[src/rtl/ov2640_config_ctrl.sv]
// OV2640 start-up configuration sequencer.
// Walks a registered register LUT and turns each {reg_addr, reg_data} entry
// into one SCCB write. It waits after power-up, waits longer after a COM7 soft
// reset write, and leaves an idle gap between writes.
//
// Handshakes:
// - lut_resend_o and lut_advance_o are single-cycle pulses.
// - lut_command_i and lut_finished_i are sampled only in S_CHECK, after
//   LUT_SETTLE settle cycles.
// - sccb_start_o is a single-cycle pulse. It is issued only while
//   sccb_ready_i is high.
// - sccb_addr_o and sccb_data_o are held stable from sccb_start_o until the
//   write ends, either on sccb_done_i or on a timeout.
// - sccb_done_i is honoured only in S_WAITDONE.
module ov2640_config_ctrl #(
    parameter int unsigned POWERUP_CYCLES = 270000,
    parameter int unsigned RESET_CYCLES   = 27000,
    parameter int unsigned GAP_CYCLES     = 270,
    parameter int unsigned TIMEOUT_CYCLES = 65535,
    parameter int unsigned LUT_SETTLE     = 2,
    parameter logic [7:0]  SCCB_ID        = 8'h60
) (
    input  logic        clk,
    input  logic        rst_n,
    input  logic        restart_i,
    output logic        lut_resend_o,
    output logic        lut_advance_o,
    input  logic [15:0] lut_command_i,
    input  logic        lut_finished_i,
    input  logic        sccb_ready_i,
    output logic        sccb_start_o,
    output logic [7:0]  sccb_id_o,
    output logic [7:0]  sccb_addr_o,
    output logic [7:0]  sccb_data_o,
    input  logic        sccb_done_i,
    output logic        config_done_o,
    output logic        busy_o,
    output logic        cfg_error_o,
    output logic [8:0]  reg_count_o,
    output logic [3:0]  state_o
);

    typedef enum logic [3:0] {
        S_PWRUP    = 4'd0,
        S_RESEND   = 4'd1,
        S_SETTLE   = 4'd2,
        S_CHECK    = 4'd3,
        S_WAITRDY  = 4'd4,
        S_WAITDONE = 4'd5,
        S_GAP      = 4'd6,
        S_ADV      = 4'd7,
        S_DONE     = 4'd8
    } state_t;

    // Every wait ends when the counter hits zero, so each load value is the
    // cycle count minus one. The one exception is the power-up wait: the
    // counter resets to zero, so this wait counts up to its last value.
    localparam logic [23:0] PWRUP_LAST   = 24'(POWERUP_CYCLES - 1);
    localparam logic [23:0] RESET_LAST   = 24'(RESET_CYCLES - 1);
    localparam logic [23:0] GAP_LAST     = 24'(GAP_CYCLES - 1);
    localparam logic [23:0] TIMEOUT_LAST = 24'(TIMEOUT_CYCLES - 1);
    localparam logic [23:0] SETTLE_LAST  = 24'(LUT_SETTLE - 1);

    state_t      state_q, state_d;
    logic [23:0] cnt_q, cnt_d;
    logic [7:0]  addr_q, addr_d;
    logic [7:0]  data_q, data_d;
    logic        err_q, err_d;
    logic [8:0]  count_q, count_d;
    logic        pend_q, pend_d;
    logic        resend_q, resend_d;
    logic        advance_q, advance_d;
    logic        start_q, start_d;
    logic        cdone_q, cdone_d;
    logic        busy_q, busy_d;

    // Next-state logic: sequencing, the shared wait counter and the latched write.
    always_comb begin
        state_d = state_q;
        cnt_d   = cnt_q;
        addr_d  = addr_q;
        data_d  = data_q;
        err_d   = err_q;
        count_d = count_q;
        pend_d  = pend_q;

        // A restart while busy waits for the current frame to finish.
        // A restart during power-up has no effect.
        if (restart_i && state_q != S_PWRUP && state_q != S_DONE) begin
            pend_d = 1'b1;
        end

        case (state_q)
            S_PWRUP: begin
                if (cnt_q == PWRUP_LAST) begin
                    cnt_d   = '0;
                    state_d = S_RESEND;
                end else begin
                    cnt_d = cnt_q + 24'd1;
                end
            end
            S_RESEND: begin
                cnt_d   = SETTLE_LAST;
                state_d = S_SETTLE;
            end
            S_SETTLE: begin
                if (cnt_q == '0) begin
                    state_d = S_CHECK;
                end else begin
                    cnt_d = cnt_q - 24'd1;
                end
            end
            S_CHECK: begin
                if (lut_finished_i) begin
                    state_d = S_DONE;
                end else begin
                    addr_d  = lut_command_i[15:8];
                    data_d  = lut_command_i[7:0];
                    state_d = S_WAITRDY;
                end
            end
            S_WAITRDY: begin
                if (sccb_ready_i) begin
                    cnt_d = TIMEOUT_LAST;
                    if (count_q != 9'h1FF) begin
                        count_d = count_q + 9'd1;
                    end
                    state_d = S_WAITDONE;
                end
            end
            S_WAITDONE: begin
                // If done and expiry land on the same cycle, done wins.
                if (sccb_done_i || cnt_q == '0) begin
                    if (!sccb_done_i) begin
                        err_d = 1'b1;
                    end
                    // The gap length is loaded on entry. A COM7 soft reset
                    // gets the long wait.
                    cnt_d   = (addr_q == 8'h12 && data_q[7]) ? RESET_LAST : GAP_LAST;
                    state_d = S_GAP;
                end else begin
                    cnt_d = cnt_q - 24'd1;
                end
            end
            S_GAP: begin
                if (cnt_q == '0) begin
                    state_d = pend_q ? S_RESEND : S_ADV;
                end else begin
                    cnt_d = cnt_q - 24'd1;
                end
            end
            S_ADV: begin
                cnt_d   = SETTLE_LAST;
                state_d = S_SETTLE;
            end
            S_DONE: begin
                if (restart_i || pend_q) begin
                    state_d = S_RESEND;
                end
            end
            default: begin
                cnt_d   = '0;
                state_d = S_PWRUP;
            end
        endcase

        // Each new run starts with clean statistics. They are cleared on
        // entry so that they read zero while lut_resend_o is high.
        if (state_d == S_RESEND) begin
            count_d = '0;
            err_d   = 1'b0;
            pend_d  = 1'b0;
        end
    end

    // Registered outputs, decoded from the state being entered.
    always_comb begin
        resend_d  = (state_d == S_RESEND);
        advance_d = (state_d == S_ADV);
        start_d   = (state_q == S_WAITRDY) && (state_d == S_WAITDONE);
        cdone_d   = (state_d == S_DONE);
        busy_d    = (state_d != S_DONE);
    end

    // State, counter and output registers.
    always_ff @(posedge clk or negedge rst_n) begin
        if (!rst_n) begin
            state_q   <= S_PWRUP;
            cnt_q     <= '0;
            addr_q    <= '0;
            data_q    <= '0;
            err_q     <= 1'b0;
            count_q   <= '0;
            pend_q    <= 1'b0;
            resend_q  <= 1'b0;
            advance_q <= 1'b0;
            start_q   <= 1'b0;
            cdone_q   <= 1'b0;
            busy_q    <= 1'b1;
        end else begin
            state_q   <= state_d;
            cnt_q     <= cnt_d;
            addr_q    <= addr_d;
            data_q    <= data_d;
            err_q     <= err_d;
            count_q   <= count_d;
            pend_q    <= pend_d;
            resend_q  <= resend_d;
            advance_q <= advance_d;
            start_q   <= start_d;
            cdone_q   <= cdone_d;
            busy_q    <= busy_d;
        end
    end

    assign lut_resend_o  = resend_q;
    assign lut_advance_o = advance_q;
    assign sccb_start_o  = start_q;
    assign sccb_id_o     = SCCB_ID;
    assign sccb_addr_o   = addr_q;
    assign sccb_data_o   = data_q;
    assign config_done_o = cdone_q;
    assign busy_o        = busy_q;
    assign cfg_error_o   = err_q;
    assign reg_count_o   = count_q;
    assign state_o       = state_q;

endmodule

[config.mk]
export PLATFORM = sky130hd
export DESIGN_NAME = ov2640_config_ctrl
export DESIGN_NICKNAME = d
export VERILOG_FILES = /design/src/rtl/ov2640_config_ctrl.sv
export SDC_FILE = /design/constraint.sdc
export NUM_CORES = 1
export LEC_CHECK = 0
export BUFFER_PORTS_ARGS = -buffer_cell sky130_fd_sc_hd__buf_2
export CAP_MARGIN = 15
export CORE_MARGIN = 4
export CORE_UTILIZATION = 30
export CTS_CLUSTER_DIAMETER = 150
export CTS_CLUSTER_SIZE = 8
export DETAILED_ROUTE_END_ITERATION = 6
export GPL_TIMING_DRIVEN = 0
export MAX_ROUTING_LAYER = met4
export PLACE_DENSITY_LB_ADDON = 0.15
export SYNTH_ARGS = -nofsm -noshare
export SYNTH_HDL_FRONTEND = slang
export SYNTH_SLANG_ARGS = --single-unit
[constraint.sdc]
create_clock -name clk -period 4.25 [get_ports clk]
set_input_delay 0 -clock clk [delete_from_list [all_inputs] [get_ports clk]]
set_output_delay 0 -clock clk [all_outputs]
set_load 0.01 [all_outputs]
Word level (Yosys, flattened, before mapping)
Index checks and enable logic that the tools add are counted.
{"block": "totals", "regBits": 60, "output_inout_bits": 43, "elab_cells": 84}
{"block": "op_classes", "add_sub_neg": 3, "eq_ne": 20, "mux": 25, "n_bitwise": 2, "n_reduce_logical": 22}
{"cell": "24-bit one-hot mux with 6 select lines", "count": 1}
{"cell": "24-bit two-way mux", "count": 4}
{"cell": "9-bit two-way mux", "count": 4}
{"cell": "4-bit one-hot mux with 8 select lines", "count": 1}
{"cell": "4-bit two-way mux", "count": 7}
{"cell": "24-bit by 1-bit adder with 24-bit output, second input constant", "count": 1}
{"cell": "24-bit by 19-bit == test with 1-bit output, second input constant", "count": 1}
{"cell": "4-bit by 3-bit == test with 1-bit output, second input constant", "count": 6}
{"cell": "24-bit zero test", "count": 1}
{"cell": "24-bit by 1-bit subtractor with 24-bit output, second input constant", "count": 1}
{"cell": "15-bit two-way mux", "count": 1}
{"cell": "2-bit nonzero test", "count": 6}
{"cell": "9-bit by 1-bit adder with 9-bit output, second input constant", "count": 1}
{"cell": "9-bit inequality test, second input constant", "count": 1}
{"cell": "3-bit AND reduction", "count": 3}
{"cell": "4-bit by 1-bit == test with 1-bit output, second input constant", "count": 2}
{"cell": "4-bit by 2-bit == test with 1-bit output, second input constant", "count": 2}
{"cell": "4-bit == test, second input constant", "count": 2}
{"cell": "8-bit by 5-bit == test with 1-bit output, second input constant", "count": 1}
{"cell": "4-bit inequality test, second input constant", "count": 2}
{"cell": "1-bit two-way mux", "count": 6}
{"cell": "2-bit OR reduction", "count": 3}
{"cell": "1-bit logical AND", "count": 4}
{"cell": "4-bit zero test", "count": 1}
{"cell": "other kinds (7)", "count": 10}

Logic depth before layout (Yosys ltp)
Gate-level depths: netlist of run 1.
{"block": "depth", "depth_word": 7, "mapped_depth": 10}

Worst setup path before layout of run 1
OpenSTA, ideal clock, no wires.
{"block": "synth_timing", "path_type": "flip-flop to flip-flop", "from": "register cnt_q[0]", "to": "register cnt_q[22]", "setup_ns": 0.121, "t_arrival_ns": 2.517, "required_ns": 4.129, "slack_ns": 1.612, "path_stages_with_launch": 9, "n_path_buf": 0, "path_cell_list": "dfrtp_1 inv_1 ha_1 or3b_4 or4_4 o21ai_4 nand2_2 a221o_1 a22o_1"}
{"block": "synth_via", "elab_chain_len": 4, "elab_cells_between_ends": 11, "classes_between": "2 x add/sub; 2 x eq/ne; 4 x mux; 3 x reduce/logical"}
{"element": "start, declared", "line_no": "65", "text": "logic [23:0] cnt_q, cnt_d;"}
{"element": "start signal, assigned", "line_no": "202", "text": "cnt_q <= cnt_d;"}
{"element": "parallel branches: the longest is 4 deep, another holds 24-bit by 1-bit subtractor with 24-bit output"}
Several ways; the timed one is not identified. The select of a mux whose other input is x is not followed.
A chain may end at the register's enable or synchronous reset.

Worst setup path in the final report of run 1
{"block": "layout_timing", "from": "register cnt_q[0]", "to": "register cnt_q[18]"}
The elaborated chain is that of the path after synthesis.

==> out/metrics.cfg, run 1 <==
[synthesis]
syn_avg_cell_area_um2 = 8.603
synth_area_mm2 = 0.004009
synthSimpleGateAreaFrac = 0.2587
yosysUniqueCellTypes = 66
synth_ff_type = dfrtp_1
synth-compound-area-share = 0.1923
ys_ff_latch = 60
synthMuxAreaShare = 0.04994
syn_inst = 466
synth_top_family_by_area = simple AND/OR/NAND/NOR gates
seq_area_frac_synth = 0.3748
ys.warnings.count = 0
synthArstFlopShare = 1.000
synth-edff-count = 0
synth_xor_area_frac = 0.04588
synthAdderAreaFrac = 0.01248

[placed_design]
port_buffers = 56
dp.cells = 700
dp_hpwl_mm = 9.022
gp_congestion = 0.8929

[finish]
nNetsFinal = 585
mostFrequentLayoutCells = buf_2, dfrtp_1, nor2_1, o21ai_0, nand2_1
layout_commonest_cell = buf_2
area_growth_pct = 25.19
fillers = 1378
final_cell_count_no_fill = 736
n_antenna_cell = 0
final_layout_size_suffix_gt1_frac = 0.2199

[sta]
tns_ns = 0
drv_slew = 0
worst_pin_slew_ns = 1.168
setup_violations = 0
finClkSkew_ns = 0.005656
rsz0062_at_grt = no
fin_crit_sh = 0.7605
fmax_mhz = 309.4
hold_viol = 0
min_period_ns = 3.232
max_slew_margin = 0.2153

[route]
ant_nets = 0
wire_per_inst_um = 17.09
dr.pass1.iters = 5
drt-initial-drc-count = 264
avgViaCountPerCell = 5.380
routed_wl_mm = 12.58
post-route-drc-count = 0
vias = 3960

[critical_path]
crit_chain = inv_1 -> ha_1 -> or3b_4 -> nor4_1 -> nand3_1 -> nand2b_1 -> clkbuf_1 -> buf_2 -> nor2_1 -> a22o_1
crit_arrival_ns = 3.46
critPathLaunchType = flop
critPathLaunch = cnt_q[0]
crit_buf_inv = 3
rr_startpoint = cnt_q[0]
max_stage_delay_ns = 0.59
critPathTopFamily = simple AND/OR/NAND/NOR gates
timing.reg2reg.setup_slack_ns = 1.02
critical_path_class = reg2reg
rr_worst_depth = 10
cp_max_fo = 10
endpoint_kind = flop
required_ns = 4.48
cp_slowest_cell = nor4_1
worstReg2RegEnd = cnt_q[18]

[pwr]
combPwrFrac = 0.513
seqPwrFrac = 0.276
leakage_nw = 2.112
power-per-cell-area_mw_per_mm2 = 684.5
p_int_w = 0.001905
power_switching_w = 0.001530
p_sw_frac = 0.4453
p_clk_frac = 0.211
ir_drop_v = 0.0002957

[floorplan]
die-width_um = 123.6
rows = 41
die_h_um = 123.6
boundaryPins = 65
dieArea_mm2 = 0.01528
start_util = 0.3126
core_mm2 = 0.01282

[clock_network]
clockBufferDepth = 2
cts_tree = done
h-tree-depth = 3
clockRootBuffer = clkbuf_16
insertion_delay_ns = 0.34
clk_pin_slew_worst_paths_ns = 0.06
postCtsResizedCells = 0
postCtsHoldBufs = 19
numCtsBuffers = 9
post_cts_buffers = 0
cts.sinks = 60

[min_path]
hold_path_class = in2reg
hold_path_end = cfg_error_o
hp-start = sccb_done_i
holdPathStages = 4

[grt]
grt_pass1_wl_mm = 20.49
antenna_found_initial = 0
grt_overflow = 0
grt.total_usage = 0.1784
grt_pass1_vias = 3897
grt_max_degree = 61

[flow_run]
drv_cap = 0

[run_status]
outcome = finished, final reports clean

state kept, by name (all words and copies together) (netlist names):
| register | flops |
|---|---|
| sccb_addr_o | 8 |
| sccb_start_o | 1 |
| pend_q | 1 |
| lut_advance_o | 1 |
| cnt_q | 24 |
| reg_count_o | 9 |
| busy_o | 1 |
| lut_resend_o | 1 |
| state_o | 4 |
| cfg_error_o | 1 |
| sccb_data_o | 8 |
| config_done_o | 1 |
metrics by stage:
step                      total power, W  hold slack (ns)    util  instance area (um2)  setup WS [ns]
after floorplan                 0.002120          -0.2956       -                 4031          1.612
after global placement          0.002669           0.2320  0.3530                 4527          1.116
final                           0.003435          0.03448  0.3913                 5019          1.018
after CTS                       0.003439          0.02069  0.3909                 5014          1.071
after detailed placement        0.002679           0.1564  0.3532                 4529          1.086
after global routing            0.003688          0.04654  0.3913                 5019         0.7747
cell type report:
type,count,area (um2),share of cell area
buffer,40,207.7,0.04139
clock buffer,10,229.0,0.04562
clock inverter,6,65.06,0.01296
inverter,13,48.80,0.009723
multi-input combinational,359,2272,0.4528
sequential,60,1503,0.2994
tap,172,215.2,0.04288
timing repair buffer,76,478.0,0.09524
layer usage:
layer	wire, um	global-route usage
met1	5889	0.2387
met2	5499	0.2589
met3	834	0.04678
met4	354	0.06782
met5	0	-
cells by family (layout without fill, tap and decap cells):
family,Yosys count,after routing
buffers and inverters,53,145
other,2,8
adder cells (fa/ha/maj),4,4
flip-flops,60,60
multiplexers,18,18
AO/OA/AOI/OAI,112,112
AND/OR/NAND/NOR,196,196
XOR/XNOR,21,21
Yosys cell counts, drive strengths merged, types with 3 or more instances:
| library cell | instances | share of area |
|---|---|---|
| or4 | 5 | 0.010 |
| a211o | 3 | 0.0066 |
| or2 | 4 | 0.0062 |
| mux2 | 16 | 0.045 |
| xor2 | 9 | 0.020 |
| buf | 20 | 0.033 |
| a221oi | 7 | 0.015 |
| o21ai | 35 | 0.047 |
| a21oi | 17 | 0.021 |
| ha | 4 | 0.012 |
| inv | 13 | 0.012 |
| a311oi | 3 | 0.0081 |
| nand3 | 16 | 0.020 |
| nand4 | 11 | 0.017 |
| nor2 | 57 | 0.053 |
| a22oi | 4 | 0.0075 |
| nor4 | 9 | 0.016 |
| o22ai | 5 | 0.0078 |
| or3 | 7 | 0.011 |
| dfrtp | 59 | 0.37 |
| a2111oi | 3 | 0.0084 |
| or3b | 3 | 0.0072 |
| nor3b | 3 | 0.0056 |
| and4 | 3 | 0.0066 |
| a31oi | 5 | 0.0078 |
| nand2b | 6 | 0.0094 |
| o31ai | 5 | 0.0094 |
| and3 | 6 | 0.0094 |
| o221ai | 4 | 0.0087 |
| nand2 | 32 | 0.031 |
| a221o | 4 | 0.010 |
| clkbuf | 20 | 0.019 |
| a211oi | 4 | 0.0075 |
| nor3 | 23 | 0.031 |
| xnor2 | 12 | 0.026 |
how the worst max path moves through the flow:
stage,cells after the start,to,slack [ns]
after global routing,10,cnt_q[18],0.77
after global placement,10,cnt_q[18],1.12
after CTS,10,cnt_q[18],1.07
after floorplan,8,cnt_q[22],1.61
final,10,cnt_q[18],1.02
after detailed placement,10,cnt_q[18],1.09
power by group through the flow:
stage | sequential [W] | combinational (W) | clock [W]
5_1_grt | 0.000983 | 0.00193 | 0.000771
4_1_cts | 0.000948 | 0.00175 | 0.000744
3_5_place_dp | 0.000950 | 0.00173 | 0
2_1_floorplan | 0.000981 | 0.00114 | 0
3_3_place_gp | 0.000951 | 0.00172 | 0
6_report | 0.000948 | 0.00176 | 0.000726
worst min-delay path, cell delays in order:
cell     delay [ns]
buf_2          0.14
inv_1          0.05
a21oi_1        0.06
nor2_1         0.08
Power figures use the tool's default switching activity.
==> inputs of run 2 (changes only) <==
==> constraint.sdc (replaced) <==
create_clock -name clk -period 3 [get_ports clk]
set_input_delay 0 -clock clk [delete_from_list [all_inputs] [get_ports clk]]
set_output_delay 0 -clock clk [all_outputs]
set_load 0.01 [all_outputs]
==> out/metrics.cfg, run 2 (synthesized netlist as in run 1, its figures left out) <==
[grt]
gr-usage-met1 = 0.2405
top_usage_layer = met2
grt.total_usage = 0.1795
grt_pass1_wl_mm = 20.63
grt_pass1_vias = 3918
grt_overflow = 0
antenna_found_initial = 0
grt_use_met3 = 0.04678
grt_max_degree = 61
met2_usage = 0.2609

[clock_network]
h-tree-depth = 3
clk_pin_slew_worst_paths_ns = 0.05
clockRootBuffer = clkbuf_16
numCtsBuffers = 9
cts.sinks = 60
clockBufferDepth = 2
cts_tree = done
insertion_delay_ns = 0.34

[finish]
mostFrequentLayoutCells = buf_2, dfrtp_1, nor2_1, o21ai_0, nand2_1
nNetsFinal = 587
final_layout_size_suffix_gt1_frac = 0.2438
n_antenna_cell = 0
largest_register_ffs = 24
final_area_mm2 = 0.005121
layout_commonest_cell = buf_2
final_cell_count_no_fill = 738
area_growth_pct = 27.75
regMostFlops = cnt_q

[sta]
fin_crit_sh = 0.9716
finClkSkew_ns = 0.006216
max_slew_margin = 0.2173
worst_pin_slew_ns = 1.165
whs_ns = 0.03641
fmax_mhz = 343.1
setup_violations = 0
tns_ns = 0
drv_slew = 0
hold_viol = 0
min_period_ns = 2.915

[critical_path]
cp_max_fo = 10
crit_arrival_ns = 3.12
endpoint_kind = flop
critPathLaunchType = flop
crit_chain = inv_1 -> ha_2 -> or3b_4 -> or4_4 -> nor3_2 -> or3_1 -> buf_2 -> buf_4 -> o22ai_1
critPathTopFamily = simple AND/OR/NAND/NOR gates
critical_path_class = reg2reg
cp_slowest_cell = or4_4
max_stage_delay_ns = 0.58
crit_buf_inv = 3
required_ns = 3.20

[floorplan]
die-width_um = 123.6
boundaryPins = 65
rows = 41
die_h_um = 123.6
core_mm2 = 0.01282
start_util = 0.3126
dieArea_mm2 = 0.01528

[placed_design]
dp.cells = 700
gp_congestion = 0.8929
place_area_mm2 = 0.004529
dp_hpwl_mm = 9.022
port_buffers = 56

[flow_run]
drv_cap = 0

[route]
routed_wl_mm = 12.78
post-route-drc-count = 0
dr.pass1.iters = 5
wire_per_inst_um = 17.31
avgViaCountPerCell = 5.473
vias = 4039
ant_nets = 0
drt-initial-drc-count = 329

[run_status]
outcome = finished, final reports clean

[pwr]
totalPowerFinal_w = 0.004958
leakage_nw = 2.129
ir_drop_v = 0.0004193
power-per-cell-area_mw_per_mm2 = 968.2

[min_path]
hold_path_class = in2reg

[run 2: cell types whose count changed in the layout (fill, tap and decap cells not counted), moves of 2 or more]
| cell | change |
|---|---|
| buf_2 | -4 |
| buf_4 | +4 |
| nor3_1 | -3 |
| nor4_1 | -3 |
| clkbuf_4 | +2 |
| nor3_2 | +2 |
| nor4_4 | +2 |
[run 2: final cells by class]
cell class	count	area, um2
buffer	40	219.0
sequential	60	1504
multi-input combinational	359	2347
tap	172	215.2
fill	1380	7704
clock inverter	6	65.06
timing repair buffer	78	493.0
clock buffer	10	229.0
inverter	13	48.80
[run 2: what timing repair did]
action,4_1_cts,5_1_grt
pin swaps,1,2
hold buffers,19,0
endpoints found under the hold margin,77,0
buffers inserted,1,1
endpoints found under the setup margin,25,41
gates cloned,0,0
resized for setup,4,19
[run 2: report_power, final]
part           internal, W  total [W]  leakage [nW]  switching, W
Clock             0.000642    0.00103         0.142      0.000388
Sequential         0.00111    0.00135         0.753      0.000235
Combinational     0.000986    0.00258          1.23       0.00160
[run 2: path summary, 6_finish.rpt]
check                          startpoint        endpoint  slack (ns)  cells past startpoint
max                              cnt_q[1]        cnt_q[3]        0.09                      9
max reg2reg                      cnt_q[1]        cnt_q[3]        0.09                      9
min                           sccb_done_i     cfg_error_o        0.04                      4
max in group asynchronous           rst_n        cnt_q[0]        2.14                      2
min in group asynchronous           rst_n       cnt_q[16]        0.29                      2
min reg2reg                sccb_data_o[2]  sccb_data_o[2]        0.50                      1
[run 2: worst min-delay path: cells and delay by family]
family / cells / cell delay (ns)
compound gates: 1 / 0.06
buf+inv: 2 / 0.20
simple gates: 1 / 0.08
[run 2: metrics by stage]
stage                     setup slack, ns  utilization
after global placement            -0.1340       0.3530
final                             0.08532       0.3993
after CTS                         0.02302       0.3928
after detailed placement          -0.1639       0.3532
after global routing            -0.004911       0.3993
after floorplan                    0.3623            -
[run 2: per-layer routing]
layer | share of wire | vias to the layer above
met5 | 0 | -
li1 | - | 1908
met1 | 0.46 | 1938
met4 | 0.024 | 0
met3 | 0.076 | 28
met2 | 0.44 | 165
==> inputs of run 3 (changes only) <==
--- a/config.mk
+++ b/config.mk
@@ -5,10 +5,11 @@
 export SDC_FILE = /design/constraint.sdc
 export NUM_CORES = 1
 export LEC_CHECK = 0
+export ABC_AREA = 1
 export BUFFER_PORTS_ARGS = -buffer_cell sky130_fd_sc_hd__buf_2
 export CAP_MARGIN = 15
 export CORE_MARGIN = 4
-export CORE_UTILIZATION = 30
+export CORE_UTILIZATION = 63
 export CTS_CLUSTER_DIAMETER = 150
 export CTS_CLUSTER_SIZE = 8
 export DETAILED_ROUTE_END_ITERATION = 6
==> constraint.sdc (replaced) <==
create_clock -name clk -period 3.8 [get_ports clk]
set_input_delay 0 -clock clk [delete_from_list [all_inputs] [get_ports clk]]
set_output_delay 0 -clock clk [all_outputs]
set_load 0.01 [all_outputs]
==> out/metrics.cfg, run 3 <==
[finish]
mostFrequentLayoutCells = nand2_1, nor2_1, buf_2, inv_1
regMostFlops = cnt_q
area_growth_pct = 18.72
nNetsFinal = 848
layout_commonest_cell = nand2_1
largest_register_ffs = 24
n_antenna_cell = 0
fillers = 531
final_layout_size_suffix_gt1_frac = 0.2034

[synthesis]
synth_area_mm2 = 0.004664
syn_inst = 723
syn_avg_cell_area_um2 = 6.452
seq_area_frac_synth = 0.3222
ys.warnings.count = 0
synth_most_common_cell = nand2_1
yosysUniqueCellTypes = 41
synth_area_leaders = dfrtp_1, nand2_1, nor2_1
synth_top_area_frac = 0.3165
synthArstFlopShare = 1.000
synth_ff_type = dfrtp_1
synth-edff-count = 0
synthTopCellsByCount = nand2_1, nor2_1, inv_1
ys_ff_latch = 60
yosys.area.top_type = dfrtp_1

[placed_design]
gp_congestion = 1.009
dp_hpwl_mm = 10.02
port_buffers = 56

[flow_run]
drv_cap = 0

[clock_network]
insertion_delay_ns = 0.35
clk_pin_slew_worst_paths_ns = 0.08
h-tree-depth = 3
cts_tree = done
cts.sinks = 60
numCtsBuffers = 9
postCtsResizedCells = 0
clockBufferDepth = 2
clockRootBuffer = clkbuf_8
postCtsHoldBufs = 25
post_cts_buffers = 0

[sta]
drv_slew = 0
tns_ns = 0
finClkSkew_ns = 0.02015
fin_crit_sh = 0.6981
worst_pin_slew_ns = 0.5987
hold_viol = 0
fmax_mhz = 377.0
min_period_ns = 2.653
setup_violations = 0
max_slew_margin = 0.6009
rsz0062_at_grt = no

[critical_path]
critical_path_class = reg2reg
crit_chain = nor2_1 -> nand3_1 -> nor2_4 -> nand2_1 -> dlygate4sd3_1 -> o21ai_0 -> dlygate4sd3_1
max_stage_delay_ns = 0.59
worst_path_most_repeated_cell = dlygate4sd3_1
cp_slowest_cell = dlygate4sd3_1
crit_arrival_ns = 2.94
rr_worst_depth = 7
required_ns = 4.08
endpoint_kind = flop
cp_max_fo = 10
critPathLaunchType = flop

[route]
dr.pass1.iters = 6
routed_wl_mm = 16.01
post-route-drc-count = 0
wire_per_inst_um = 17.31
vias = 5353
ant_nets = 0
avgViaCountPerCell = 5.787
drt-initial-drc-count = 682

[pwr]
totalPowerFinal_w = 0.004308
power-per-cell-area_mw_per_mm2 = 778.0
ir_drop_v = 0.0004522
leakage_nw = 3.003

[floorplan]
dieArea_mm2 = 0.008844
rows = 31
start_util = 0.6465
core_mm2 = 0.007214
die-width_um = 94.05
die_h_um = 94.05
boundaryPins = 65

[run_status]
outcome = finished, final reports clean

[grt]
antenna_found_initial = 0
grt.total_usage = 0.3875
grt_pass1_vias = 5196
grt_max_degree = 42
grt_pass1_wl_mm = 25.83
grt_overflow = 0

[min_path]
holdPathStages = 4
hold_path_class = in2reg

[run 3: area by class of cell]
cell class	count	area (um2)	share of cell area
timing repair buffer	82	550.5	0.09941
buffer	37	259.0	0.04677
tap	99	123.9	0.02237
clock inverter	4	25.02	0.004519
sequential	60	1503	0.2714
multi-input combinational	549	2614	0.4720
inverter	83	311.5	0.05626
clock buffer	11	151.4	0.02734
[run 3: final timing paths]
kind | startpoint | endpoint | slack [ns]
min in group asynchronous | rst_n | cnt_q[11] | 0.14
max in group asynchronous | rst_n | busy_o | 2.98
setup reg to reg | state_o[3] | sccb_addr_o[0] | 1.15
hold / removal | restart_i | pend_q | 0.02
hold reg to reg | sccb_data_o[1] | sccb_data_o[1] | 0.47
setup / recovery | state_o[3] | sccb_addr_o[0] | 1.15
[run 3: through the flow]
stage | cells | utilization | area, um2 | hold WS [ns] | setup slack [ns]
floorplan | 729 | - | 4687 | -0.2956 | 1.959
global placement | 884 | 0.7057 | 5091 | 0.1991 | 1.634
detailed placement | 885 | 0.7085 | 5111 | 0.003901 | 1.568
CTS | 925 | 0.7676 | 5538 | 0.009124 | 1.407
global route | 925 | 0.7676 | 5538 | 0.02198 | 1.106
finish | 925 | 0.7676 | 5538 | 0.02217 | 1.147
[run 3: critical path, delay by kind of cell, from the launching register on]
kind                   cells  cell delay, ns
buffers and inverters      2            1.16
AO/OA/AOI/OAI              1            0.09
AND/OR/NAND/NOR            4            0.86
flip-flops                 1            0.49
[run 3: cells by family after synthesis]
group,count (synthesis),synth area share
AO/OA/AOI/OAI,39,0.04614
XOR/XNOR,25,0.04694
adder cells (fa/ha/maj),4,0.01073
buffers and inverters,120,0.1223
flip-flops,60,0.3222
multiplexers,1,0.002414
other,2,0.001610
AND/OR/NAND/NOR,472,0.4477
[run 3: power by group]
group          total (W)  internal, W  switching, W
Clock           0.000561     0.000267      0.000294
Sequential       0.00110     0.000885      0.000218
Combinational    0.00264     0.000850       0.00179
Total            0.00431      0.00200       0.00231
[run 3: layer usage]
metal	part of all wire	GRT usage
met2	0.47	0.6198
met1	0.37	0.4649
met4	0.059	0.2094
met5	0	-
met3	0.10	0.07051
